==> src/rtl/riscv_pkg.sv <==
// Shared RV32I memory-stage types: load/store opcodes, MEM FSM states, bus widths.
package riscv_pkg;

  localparam int XLEN    = 32;
  localparam int WSTRB_W = XLEN / 8;

  typedef enum logic [3:0] {
    MEM_NONE = 4'd0,
    MEM_LB   = 4'd1,
    MEM_LH   = 4'd2,
    MEM_LW   = 4'd3,
    MEM_LBU  = 4'd4,
    MEM_LHU  = 4'd5,
    MEM_SB   = 4'd6,
    MEM_SH   = 4'd7,
    MEM_SW   = 4'd8
  } mem_op_e;

  typedef enum logic [1:0] {
    IDLE = 2'd0,
    REQ  = 2'd1,
    WAIT = 2'd2,
    RESP = 2'd3
  } mem_state_e;

  function automatic logic is_store(mem_op_e op);
    return op inside {MEM_SB, MEM_SH, MEM_SW};
  endfunction

endpackage

==> src/rtl/memory_access_unit_if.sv <==
// Memory controller bus: the MEM stage is master, the controller is slave.
interface memory_access_unit_if;
  import riscv_pkg::*;

  logic               mem_req;
  logic               mem_we;
  logic [XLEN-1:0]    mem_addr;
  logic [XLEN-1:0]    mem_wdata;
  logic [WSTRB_W-1:0] mem_wstrb;
  logic               mem_gnt;
  logic               mem_rvalid;
  logic [XLEN-1:0]    mem_rdata;

  modport master (
    output mem_req, mem_we, mem_addr, mem_wdata, mem_wstrb,
    input  mem_gnt, mem_rvalid, mem_rdata
  );

  modport slave (
    input  mem_req, mem_we, mem_addr, mem_wdata, mem_wstrb,
    output mem_gnt, mem_rvalid, mem_rdata
  );

endinterface

==> src/rtl/mem_lane_align.sv <==
// Byte-lane steering: store data replication and strobes, load extract and
// sign/zero extension, and misalignment detection.
module mem_lane_align
  import riscv_pkg::*;
(
  input  mem_op_e            op,
  input  logic [1:0]         byte_off,
  input  logic [XLEN-1:0]    store_data,
  input  logic [XLEN-1:0]    rdata,
  output logic [XLEN-1:0]    wdata,
  output logic [WSTRB_W-1:0] wstrb,
  output logic [XLEN-1:0]    load_data,
  output logic               misaligned
);

  logic [7:0]  byte_sel;
  logic [15:0] half_sel;

  // NOTE: every output gets a default before the case so no path infers a latch.
  always_comb begin
    wdata      = '0;
    wstrb      = '0;
    load_data  = '0;
    misaligned = 1'b0;
    byte_sel   = rdata[{byte_off, 3'b000} +: 8];
    half_sel   = rdata[{byte_off[1], 4'b0000} +: 16];
    case (op)
      MEM_LB:  load_data = {{24{byte_sel[7]}}, byte_sel};
      MEM_LBU: load_data = {24'h0, byte_sel};
      MEM_LH: begin
        misaligned = byte_off[0];
        load_data  = {{16{half_sel[15]}}, half_sel};
      end
      MEM_LHU: begin
        misaligned = byte_off[0];
        load_data  = {16'h0, half_sel};
      end
      MEM_LW: begin
        misaligned = |byte_off;
        load_data  = rdata;
      end
      MEM_SB: begin
        wstrb = 4'b0001 << byte_off;
        wdata = {4{store_data[7:0]}};
      end
      MEM_SH: begin
        misaligned = byte_off[0];
        wstrb      = 4'b0011 << {byte_off[1], 1'b0};
        wdata      = {2{store_data[15:0]}};
      end
      MEM_SW: begin
        misaligned = |byte_off;
        wstrb      = 4'b1111;
        wdata      = store_data;
      end
      default: ;
    endcase
  end

endmodule

==> src/rtl/memory_access_unit.sv <==
// RV32I MEM stage: accepts one execute result per handshake, runs the memory
// bus cycle for loads/stores and emits a one-cycle write-back pulse.
module memory_access_unit
  import riscv_pkg::*;
#(
  parameter int ADDR_WIDTH = 32,
  parameter int DATA_WIDTH = 32
) (
  input  logic                  clk,
  input  logic                  rst_n,
  input  logic                  ex_valid,
  output logic                  ex_ready,
  input  mem_op_e               ex_op,
  input  logic [DATA_WIDTH-1:0] ex_result,
  input  logic [DATA_WIDTH-1:0] ex_rs2_data,
  input  logic [4:0]            ex_rd_addr,
  input  logic                  ex_rd_we,
  memory_access_unit_if.master  mem,
  output logic                  wb_valid,
  output logic [4:0]            wb_rd_addr,
  output logic                  wb_rd_we,
  output logic [DATA_WIDTH-1:0] wb_rd_data,
  output logic                  misalign_exc,
  output logic [ADDR_WIDTH-1:0] misalign_addr
);

  mem_state_e         state_q, state_d;
  mem_op_e            op_q, op_d;
  logic [1:0]         off_q, off_d;
  logic [4:0]         rd_addr_q, rd_addr_d;
  logic               rd_we_q, rd_we_d;
  logic               ex_ready_q, ex_ready_d;
  logic               mem_req_q, mem_req_d;
  logic               mem_we_q, mem_we_d;
  logic [XLEN-1:0]    mem_addr_q, mem_addr_d;
  logic [XLEN-1:0]    mem_wdata_q, mem_wdata_d;
  logic [WSTRB_W-1:0] mem_wstrb_q, mem_wstrb_d;
  logic               wb_valid_q, wb_valid_d;
  logic [4:0]         wb_rd_addr_q, wb_rd_addr_d;
  logic               wb_rd_we_q, wb_rd_we_d;
  logic [XLEN-1:0]    wb_rd_data_q, wb_rd_data_d;
  logic               misalign_exc_q, misalign_exc_d;
  logic [XLEN-1:0]    misalign_addr_q, misalign_addr_d;

  mem_op_e            la_op;
  logic [1:0]         la_off;
  logic [XLEN-1:0]    la_wdata, la_load_data;
  logic [WSTRB_W-1:0] la_wstrb;
  logic               la_misaligned;

  // The aligner sees the incoming op while idle and the captured op afterwards.
  assign la_op  = (state_q == IDLE) ? ex_op : op_q;
  assign la_off = (state_q == IDLE) ? ex_result[1:0] : off_q;

  mem_lane_align u_lane_align (
    .op         (la_op),
    .byte_off   (la_off),
    .store_data (ex_rs2_data),
    .rdata      (mem.mem_rdata),
    .wdata      (la_wdata),
    .wstrb      (la_wstrb),
    .load_data  (la_load_data),
    .misaligned (la_misaligned)
  );

  always_comb begin
    state_d         = state_q;
    op_d            = op_q;
    off_d           = off_q;
    rd_addr_d       = rd_addr_q;
    rd_we_d         = rd_we_q;
    mem_req_d       = mem_req_q;
    mem_we_d        = mem_we_q;
    mem_addr_d      = mem_addr_q;
    mem_wdata_d     = mem_wdata_q;
    mem_wstrb_d     = mem_wstrb_q;
    wb_valid_d      = 1'b0;
    wb_rd_addr_d    = wb_rd_addr_q;
    wb_rd_we_d      = wb_rd_we_q;
    wb_rd_data_d    = wb_rd_data_q;
    misalign_exc_d  = 1'b0;
    misalign_addr_d = misalign_addr_q;

    unique case (state_q)
      IDLE: if (ex_valid && ex_ready_q) begin
        op_d         = ex_op;
        off_d        = ex_result[1:0];
        rd_addr_d    = ex_rd_addr;
        rd_we_d      = ex_rd_we;
        wb_rd_addr_d = ex_rd_addr;
        if (ex_op == MEM_NONE) begin
          state_d      = RESP;
          wb_valid_d   = 1'b1;
          wb_rd_we_d   = ex_rd_we;
          wb_rd_data_d = ex_result;
        end else if (la_misaligned) begin
          state_d         = RESP;
          wb_valid_d      = 1'b1;
          wb_rd_we_d      = 1'b0;
          wb_rd_data_d    = '0;
          misalign_exc_d  = 1'b1;
          misalign_addr_d = ex_result;
        end else begin
          state_d     = REQ;
          mem_req_d   = 1'b1;
          mem_we_d    = is_store(ex_op);
          mem_addr_d  = {ex_result[XLEN-1:2], 2'b00};
          mem_wdata_d = la_wdata;
          mem_wstrb_d = la_wstrb;
        end
      end
      REQ: if (mem.mem_gnt) begin
        mem_req_d = 1'b0;
        if (mem_we_q) begin
          state_d      = RESP;
          wb_valid_d   = 1'b1;
          wb_rd_addr_d = rd_addr_q;
          wb_rd_we_d   = 1'b0;
          wb_rd_data_d = '0;
        end else begin
          state_d = WAIT;
        end
      end
      WAIT: if (mem.mem_rvalid) begin
        state_d      = RESP;
        wb_valid_d   = 1'b1;
        wb_rd_addr_d = rd_addr_q;
        wb_rd_we_d   = rd_we_q && (rd_addr_q != 5'd0);
        wb_rd_data_d = la_load_data;
      end
      RESP: state_d = IDLE;
    endcase

    ex_ready_d = (state_d == IDLE);
  end

  // NOTE: state uses non-blocking assignments so every flop samples pre-edge values.
  always_ff @(posedge clk or negedge rst_n) begin
    if (!rst_n) begin
      state_q         <= IDLE;
      op_q            <= MEM_NONE;
      off_q           <= '0;
      rd_addr_q       <= '0;
      rd_we_q         <= 1'b0;
      ex_ready_q      <= 1'b1;
      mem_req_q       <= 1'b0;
      mem_we_q        <= 1'b0;
      mem_addr_q      <= '0;
      mem_wdata_q     <= '0;
      mem_wstrb_q     <= '0;
      wb_valid_q      <= 1'b0;
      wb_rd_addr_q    <= '0;
      wb_rd_we_q      <= 1'b0;
      wb_rd_data_q    <= '0;
      misalign_exc_q  <= 1'b0;
      misalign_addr_q <= '0;
    end else begin
      state_q         <= state_d;
      op_q            <= op_d;
      off_q           <= off_d;
      rd_addr_q       <= rd_addr_d;
      rd_we_q         <= rd_we_d;
      ex_ready_q      <= ex_ready_d;
      mem_req_q       <= mem_req_d;
      mem_we_q        <= mem_we_d;
      mem_addr_q      <= mem_addr_d;
      mem_wdata_q     <= mem_wdata_d;
      mem_wstrb_q     <= mem_wstrb_d;
      wb_valid_q      <= wb_valid_d;
      wb_rd_addr_q    <= wb_rd_addr_d;
      wb_rd_we_q      <= wb_rd_we_d;
      wb_rd_data_q    <= wb_rd_data_d;
      misalign_exc_q  <= misalign_exc_d;
      misalign_addr_q <= misalign_addr_d;
    end
  end

  assign ex_ready      = ex_ready_q;
  assign mem.mem_req   = mem_req_q;
  assign mem.mem_we    = mem_we_q;
  assign mem.mem_addr  = mem_addr_q;
  assign mem.mem_wdata = mem_wdata_q;
  assign mem.mem_wstrb = mem_wstrb_q;
  assign wb_valid      = wb_valid_q;
  assign wb_rd_addr    = wb_rd_addr_q;
  assign wb_rd_we      = wb_rd_we_q;
  assign wb_rd_data    = wb_rd_data_q;
  assign misalign_exc  = misalign_exc_q;
  assign misalign_addr = misalign_addr_q;

endmodule

==> src/flat_wrapper.sv <==
// flat-port wrapper written by rule: the top's interface ports become plain ports
module memory_access_unit_flat import riscv_pkg::*;
#(
  parameter int ADDR_WIDTH = 32,
  parameter int DATA_WIDTH = 32
)
  (clk, rst_n, ex_valid, ex_ready, ex_op, ex_result, ex_rs2_data, ex_rd_addr, ex_rd_we, wb_valid, wb_rd_addr, wb_rd_we, wb_rd_data, misalign_exc, misalign_addr, mem_mem_req, mem_mem_we, mem_mem_addr, mem_mem_wdata, mem_mem_wstrb, mem_mem_gnt, mem_mem_rvalid, mem_mem_rdata);
  memory_access_unit_if mem_i ();
  input  logic clk;
  input  logic rst_n;
  input  logic ex_valid;
  output logic ex_ready;
  input  mem_op_e ex_op;
  input  logic [DATA_WIDTH-1:0] ex_result;
  input  logic [DATA_WIDTH-1:0] ex_rs2_data;
  input  logic [4:0] ex_rd_addr;
  input  logic ex_rd_we;
  output logic wb_valid;
  output logic [4:0] wb_rd_addr;
  output logic wb_rd_we;
  output logic [DATA_WIDTH-1:0] wb_rd_data;
  output logic misalign_exc;
  output logic [ADDR_WIDTH-1:0] misalign_addr;
  output wire logic [$bits(mem_i.mem_req)-1:0] mem_mem_req;
  output wire logic [$bits(mem_i.mem_we)-1:0] mem_mem_we;
  output wire logic [$bits(mem_i.mem_addr)-1:0] mem_mem_addr;
  output wire logic [$bits(mem_i.mem_wdata)-1:0] mem_mem_wdata;
  output wire logic [$bits(mem_i.mem_wstrb)-1:0] mem_mem_wstrb;
  input wire logic [$bits(mem_i.mem_gnt)-1:0] mem_mem_gnt;
  input wire logic [$bits(mem_i.mem_rvalid)-1:0] mem_mem_rvalid;
  input wire logic [$bits(mem_i.mem_rdata)-1:0] mem_mem_rdata;
  assign mem_mem_req = mem_i.mem_req;
  assign mem_mem_we = mem_i.mem_we;
  assign mem_mem_addr = mem_i.mem_addr;
  assign mem_mem_wdata = mem_i.mem_wdata;
  assign mem_mem_wstrb = mem_i.mem_wstrb;
  assign mem_i.mem_gnt = mem_mem_gnt;
  assign mem_i.mem_rvalid = mem_mem_rvalid;
  assign mem_i.mem_rdata = mem_mem_rdata;
  memory_access_unit #(.ADDR_WIDTH(ADDR_WIDTH), .DATA_WIDTH(DATA_WIDTH)) u_core (.clk(clk), .rst_n(rst_n), .ex_valid(ex_valid), .ex_ready(ex_ready), .ex_op(ex_op), .ex_result(ex_result), .ex_rs2_data(ex_rs2_data), .ex_rd_addr(ex_rd_addr), .ex_rd_we(ex_rd_we), .mem(mem_i), .wb_valid(wb_valid), .wb_rd_addr(wb_rd_addr), .wb_rd_we(wb_rd_we), .wb_rd_data(wb_rd_data), .misalign_exc(misalign_exc), .misalign_addr(misalign_addr));
endmodule
==> config.mk <==
export PLATFORM = sky130hd
export DESIGN_NAME = memory_access_unit_flat
export DESIGN_NICKNAME = d
export VERILOG_FILES = /design/src/rtl/riscv_pkg.sv /design/src/rtl/memory_access_unit_if.sv /design/src/rtl/mem_lane_align.sv /design/src/rtl/memory_access_unit.sv /design/src/flat_wrapper.sv
export SDC_FILE = /design/constraint.sdc
export NUM_CORES = 1
export LEC_CHECK = 0
export ABC_AREA = 1
export CAP_MARGIN = 40
export CORE_MARGIN = 1
export CORE_UTILIZATION = 51
export DETAILED_ROUTE_END_ITERATION = 16
export PLACE_DENSITY = 0.86
export RECOVER_POWER = 25
export REMOVE_ABC_BUFFERS = 1
export SLEW_MARGIN = 10
export SYNTH_ARGS = -nofsm -noshare
export SYNTH_HDL_FRONTEND = slang
export SYNTH_SLANG_ARGS = --single-unit
==> constraint.sdc <==
create_clock -name clk -period 4.8 [get_ports clk]
set_input_delay 0.96 -clock clk [delete_from_list [all_inputs] [get_ports clk]]
set_output_delay 0.96 -clock clk [all_outputs]
set_load 0.005 [all_outputs]
==> results_dict.tcl <==
set metrics [dict create \
    status "finished with violations" \
    violations "capacitance limit, slew limit" \
    grt_pass1_wl_um 38400 \
    setup_viol 0 \
    drt_first_pass_iters 6 \
    power_density_nw_per_um2 630 \
    cp_data_arrival_time_ns 3.58 \
    cts_root_buffer "clkbuf_16" \
    grt_antenna_before_repair 0 \
    leakagePower_nw 5.79 \
    dpl.cell_count 1523 \
    final_cells 1555 \
    finalMaxSlewViolations 46 \
    required_ns 5.16 \
    cp_top_family "simple AND/OR/NAND/NOR gates" \
    finalCriticalPeriod_ns 3.22 \
    cts_resized 0 \
    numCtsBuffers 17 \
    fin_setup_tns_ns 0 \
    synth-warning-count 0 \
    vias_per_cell 5.15 \
    floorplan.initialDensity_pct 53.2 \
    switchingPower_w 0.00282 \
    hold_buffers 0 \
    antenna_left 0 \
    syn_area_um2 8200 \
    place_congestion 0.854 \
    irDropWorstVdd_uv 378 \
    syn_to_final_growth_pct 39.3 \
    path_cells "clkdlybuf4s50_1 > nand2_2 > nand2_2 > inv_2 > nand2_1 > nand2_4 > nand3_4 > inv_1 > o21ai_0 > nand2_1" \
    diodes 0 \
    r2r-start "u_core.state_q[0]" \
    startpoint_type "input pin" \
    drt_iter0_drc 540 \
    hold_depth 2 \
    die-height_um 129 \
    clock_skew_ns 0.0108 \
    cap_violations 1 \
    clk_latency_ns 0.43 \
    grt_max_degree 83 \
    dpl_worst_slack_ns 1.20 \
    rows 45 \
    grt_usage_pct 29.8 \
    grt_pass1_vias 7867 \
    hp-class "flip-flop to flip-flop" \
    worst-path-buf-inv 3 \
    dieArea_um2 16600 \
    fill_cells 1184 \
    cp_slowest_cell "inv_1" \
    critPathKind "input pin to flip-flop" \
    end_kind "flip-flop" \
    drc 0 \
    seqPwrFrac_pct 29.2 \
    coreArea_um2 15400 \
    cts_tree "built" \
    synth_top_cell_area_share_pct 47.0 \
    syn_area_per_cell_um2 7.44 \
    setup_slack_ns 1.58 \
    p_int_w 0.00438 \
    p_clk_share_pct 21.8 \
    routed_wl_um 24100 \
    port_buffers 251 \
    synth_seq_area_share_pct 47.3 \
    drive_gt1_share_pct 7.14 \
    synth.distinct_cells 32 \
    rsz0062_at_grt "no" \
    netlist_top_cells_area "dfrtp_1 47%, nand2_1 23%, inv_1 4.7%" \
    hold_violations 0 \
    combPwrFrac_pct 49.0 \
    fmax_mhz 311 \
    chipWidth_um 129 \
    hold_end "u_core.wb_rd_data[8]" \
    ff2ff_path_depth 12 \
    hpwl_um 16900 \
    grt_overflow_total 0 \
    tightest_slew_ns 2.65 \
    io-pin-count 254 \
    regToRegSetupSlack_ns 1.69 \
    cts.reportedPaths.clkPinSlew_ns 0.06 \
    cts_buffer_depth 2 \
    numClockSinks 155 \
    max-slew-margin-rel_pct -76.4 \
    p_sw_share_pct 39.2 \
    syn-instance-count 1102 \
    ys_ff_latch 155 \
    cts_setup_buffers 0 \
    finalCritPeriodShare_pct 67.1 \
    nNetsFinal 1446 \
    critPathMaxStageDelay_ns 0.50 \
    num_vias 8016 \
    synth_top_cell_by_area "dfrtp_1" \
    wl_per_cell_um 15.5 \
    cts_max_level 4 \
    total_power_w 0.00720 \
    cp_max_fo 42 \
    min_from "u_core.wb_rd_data[8]" \
    r2r-end "u_core.mem.mem_wdata[30]" \
]
cell usage in the layout (no fill, tap or decap), types with 9 or more instances in the layout:
| master | Yosys | final |
|---|---|---|
| o21ai_1 | 48 | 48 |
| and2_1 | 16 | 16 |
| a21oi_1 | 20 | 20 |
| dfrtp_1 | 154 | 154 |
| nand2_1 | 494 | 494 |
| nand2_2 | 9 | 9 |
| o21ai_2 | 23 | 23 |
| o21ai_0 | 49 | 49 |
| inv_1 | 102 | 102 |
| nor2_1 | 31 | 30 |
| nand3_1 | 64 | 64 |
| clkbuf_16 | 0 | 17 |
| clkdlybuf4s50_1 | 0 | 250 |
cell usage after synthesis, drive strengths merged:
cell,n
nand2,508
dfrtp,154
o21ai,120
inv,107
nand3,66
buf,42
nor2,37
a21oi,21
and2,16
clkbuf,11
nand3b,7
ha,4
o22ai,3
a32o,1
conb,1
dfstp,1
nand4,1
nor3,1
o211ai,1
tightest hold or removal path, stage by stage, from the launching register on:
cell     delay (ns)
dfrtp_1        0.34
nand2_1        0.05
nand2_1        0.05
power by group through the flow:
stage	Sequential, W	Combinational (W)	Clock (W)
floorplan	0.00211	0.00183	0
global placement	0.00209	0.00338	0
detailed placement	0.00210	0.00349	0
CTS	0.00210	0.00353	0.00158
global route	0.00215	0.00390	0.00164
finish	0.00210	0.00353	0.00157
layer usage:
layer	up-vias	track usage (%)	routed length, um
li1	3880	-	-
met1	3725	37.0	9850
met2	344	49.1	11500
met3	67	6.69	1700
met4	0	15.0	1020
met5	-	0	0
metrics by stage:
stage / area (um2) / hold slack (ns) / utilization, %
global route: 11400 / 0.499 / 74.1
global placement: 10700 / 0.461 / 69.2
detailed placement: 10700 / 0.464 / 69.7
floorplan: 7810 / 0.442 / -
finish: 11400 / 0.479 / 74.1
CTS: 11400 / 0.468 / 74.1
worst max-delay path by stage:
stage	startpoint	endpoint	slack [ns]	cells past startpoint
after floorplan	u_core.state_q[0]	u_core.mem.mem_wdata[26]	1.57	12
after global placement	ex_result[0]	u_core.mem.mem_wdata[26]	1.32	10
after detailed placement	ex_result[1]	u_core.mem.mem_wdata[30]	1.20	10
after CTS	ex_result[1]	u_core.mem.mem_wdata[30]	1.62	10
after global routing	rst_n	u_core.mem.mem_wdata[29]	1.32	3
final	ex_result[1]	u_core.mem.mem_wdata[30]	1.58	10
flip-flops by register name (all words and copies together) (netlist names):
signal	cells
u_core.wb_valid	1
u_core.mem.mem_we	1
u_core.state_q	2
u_core.misalign_exc	1
u_core.mem.mem_addr	30
u_core.wb_rd_we	1
u_core.misalign_addr	32
u_core.mem.mem_wdata	32
u_core.mem.mem_req	1
u_core.wb_rd_addr	5
u_core.ex_ready	1
u_core.off_q	2
u_core.wb_rd_data	32
u_core.op_q	4
u_core.rd_addr_q	5
u_core.mem.mem_wstrb	4
u_core.rd_we_q	1
cell families after synthesis:
kind of cell / Yosys count / share of synthesized area [%]
other: 1 / 0.0457
AO/OA/AOI/OAI: 146 / 10.1
flip-flops: 155 / 47.3
adder cells (fa/ha/maj): 4 / 0.610
AND/OR/NAND/NOR: 636 / 32.2
buffers and inverters: 160 / 9.66
final cells by class:
type | instances | area [um2] | share of cell area (%)
flip-flops and latches | 155 | 3880 | 34.0
multi-input cells | 788 | 3530 | 30.9
clock inverters | 13 | 234 | 2.05
well taps | 211 | 264 | 2.31
inverters | 107 | 402 | 3.52
clock buffers | 19 | 453 | 3.96
repair buffers | 262 | 2660 | 23.3
No activity file was read; power rests on OpenSTA's default activity.
==> RTL change: new RTL, same flow settings <==
Make the reset (`rst_n`) synchronous in one clocked block.
--- a/src/rtl/memory_access_unit.sv
+++ b/src/rtl/memory_access_unit.sv
@@ -135,7 +135,7 @@
   end
 
   // NOTE: state uses non-blocking assignments so every flop samples pre-edge values.
-  always_ff @(posedge clk or negedge rst_n) begin
+  always_ff @(posedge clk) begin
     if (!rst_n) begin
       state_q         <= IDLE;
       op_q            <= MEM_NONE;
Behaviour: differs if rst_n is asserted again (counterexample within 4 cycles, from zero or initial values and one cycle with rst_n low); with rst_n held inactive, the same outputs for 4 cycles.
==> RTL change against the original RTL <==
  * The flow still finishes with violations (max-capacitance violations, max-slew violations)
  * Critical endpoint is now u_core.mem.mem_wdata[26]
  * First-iteration DRC count is 17% higher
  * Hold slack got worse by 16 ps
  * Routed wire length is 8.9% higher
  * Worst setup slack worse by 830 ps
  * Total power is 3.8% lower
  * Cell area decreased by 4.8%
  * Largest cell class is now multi-input gates
  * Synthesized area shrank 4.5%
  * Sequential cell count stayed put
==> RTL change: results <==
[placed_design]
hpwlAfterDp_mm = 18.1
place_ws_ps = 1010
dp_cells = 1589
place_area_mm2 = 0.0103
gp_congestion = 0.892

[flow_run]
maxCapViolations = 1

[clock_network]
cts_buffers = 17
cts_setup_buffers = 0
cts_buffer_depth = 2
cts_resized = 0

[setup_path]
r2r_slack_ps = 750
path_max_fanout = 63
r2r_cells = 9
startpoint = u_core.state_q[1]
r2r-end = u_core.mem.mem_wdata[26]
cp.arrival_ps = 4240
criticalPathCategory = flip-flop to flip-flop

[synth]
synth.distinct_cells = 35
yosys_warnings = 0
ys_top_cells_by_area = dfxtp_1 (40%), nand2_1 (16%), nor2_1 (9.8%)
synth_commonest_cells = nand2_1 (331), nor2_1 (204), dfxtp_1 (155), nand3_1 (129), a21oi_1 (102)
ys_seq_area_share_pct = 39.6
ys.flop_type = dfxtp_1
avgSynthCellArea_um2 = 6.44
async_reset_ff_share_pct = 0

[global_route]
grt_max_degree = 64
grtUsageTotal_pct = 33.2
grt_pass1_vias = 8173
antenna_found_initial = 1
grt_pass1_wl_mm = 41.7

[timing]
finalMaxSlewViolations = 50
fin_ws_ps = 754
worst_slew_pin_slew_ps = 2370
skew_ps = 10.3

[power]
p_leak_nw = 4.82
p_switching_mw = 2.96
vdd.ir_drop.worst_mv = 0.331

[route]
routed_wl_mm = 26.2
avgViaCountPerCell = 5.39
drtIter0Drc = 632
dr.pass1.iters = 5
vias = 8738

[layout]
fin_nets = 1539
fillers = 1147
drive_gt1_share_pct = 5.01
antennaDiodeCount = 0

[status]
status = complete, but fails checks
failed_checks = max-capacitance violations, max-slew violations
## RTL change: power by group through the flow
stage / clock (mW) / sequential (mW) / combinational [mW]
after floorplan: 0 / 1.99 / 1.93
after global placement: 0 / 1.97 / 3.48
after detailed placement: 0 / 1.97 / 3.54
after CTS: 1.44 / 1.96 / 3.58
after global routing: 1.49 / 2.01 / 3.90
final: 1.43 / 1.96 / 3.54
## RTL change: layer usage
| layer | share of wire, % | routed length, µm | GRT usage (%) | vias up |
|---|---|---|---|---|
| met1 | 41 | 10700 | 41.5 | 3926 |
| li1 | - | - | - | 4255 |
| met3 | 9.8 | 2580 | 9.05 | 85 |
| met4 | 3.9 | 1020 | 15.2 | 0 |
| met5 | 0 | 0 | 0 | - |
| met2 | 45 | 11900 | 53.5 | 472 |
## RTL change: cell type report
cell class | count | area, µm² | share of cell area (%)
clock buffer | 18 | 439 | 4.04
timing repair buffer | 259 | 2580 | 23.7
sequential | 155 | 3100 | 28.5
multi-input combinational | 887 | 3940 | 36.3
clock inverter | 14 | 188 | 1.73
tap | 184 | 230 | 2.12
inverter | 104 | 395 | 3.64
## RTL change: cells by family (layout without fill, tap and decap cells)
family / after synthesis / in the layout / synth area share [%]
compound gates: 184 / 184 / 12.0
fa+ha+maj: 4 / 4 / 0.639
buf+inv: 175 / 395 / 10.0
flops: 155 / 155 / 39.6
other cells: 1 / 2 / 0.0479
simple gates: 697 / 697 / 37.7
## RTL change: how the worst min path moves through the flow
stage / start / endpoint / slack [ps]
floorplan: u_core.op_q[0] / u_core.op_q[0] / 440
global placement: u_core.misalign_addr[2] / u_core.misalign_addr[2] / 450
detailed placement: u_core.misalign_addr[6] / u_core.misalign_addr[6] / 450
CTS: u_core.misalign_addr[6] / u_core.misalign_addr[6] / 460
global route: u_core.misalign_addr[6] / u_core.misalign_addr[6] / 480
finish: u_core.misalign_addr[6] / u_core.misalign_addr[6] / 460
## RTL change: worst max-delay path: stages, from the launching register on
cell and delay, ps:
dfxtp_1 350, inv_1 110, ha_1 540, inv_1 380, nor2_1 850, nand2_1 340, nor2_8 630, inv_6 340
nand2_1 160, a21oi_1 70
## RTL change: metrics by stage
stage	hold WS, ps	utilization [%]
floorplan	443	-
global placement	447	69.5
detailed placement	453	69.5
CTS	464	73.8
global route	481	73.7
finish	463	73.7
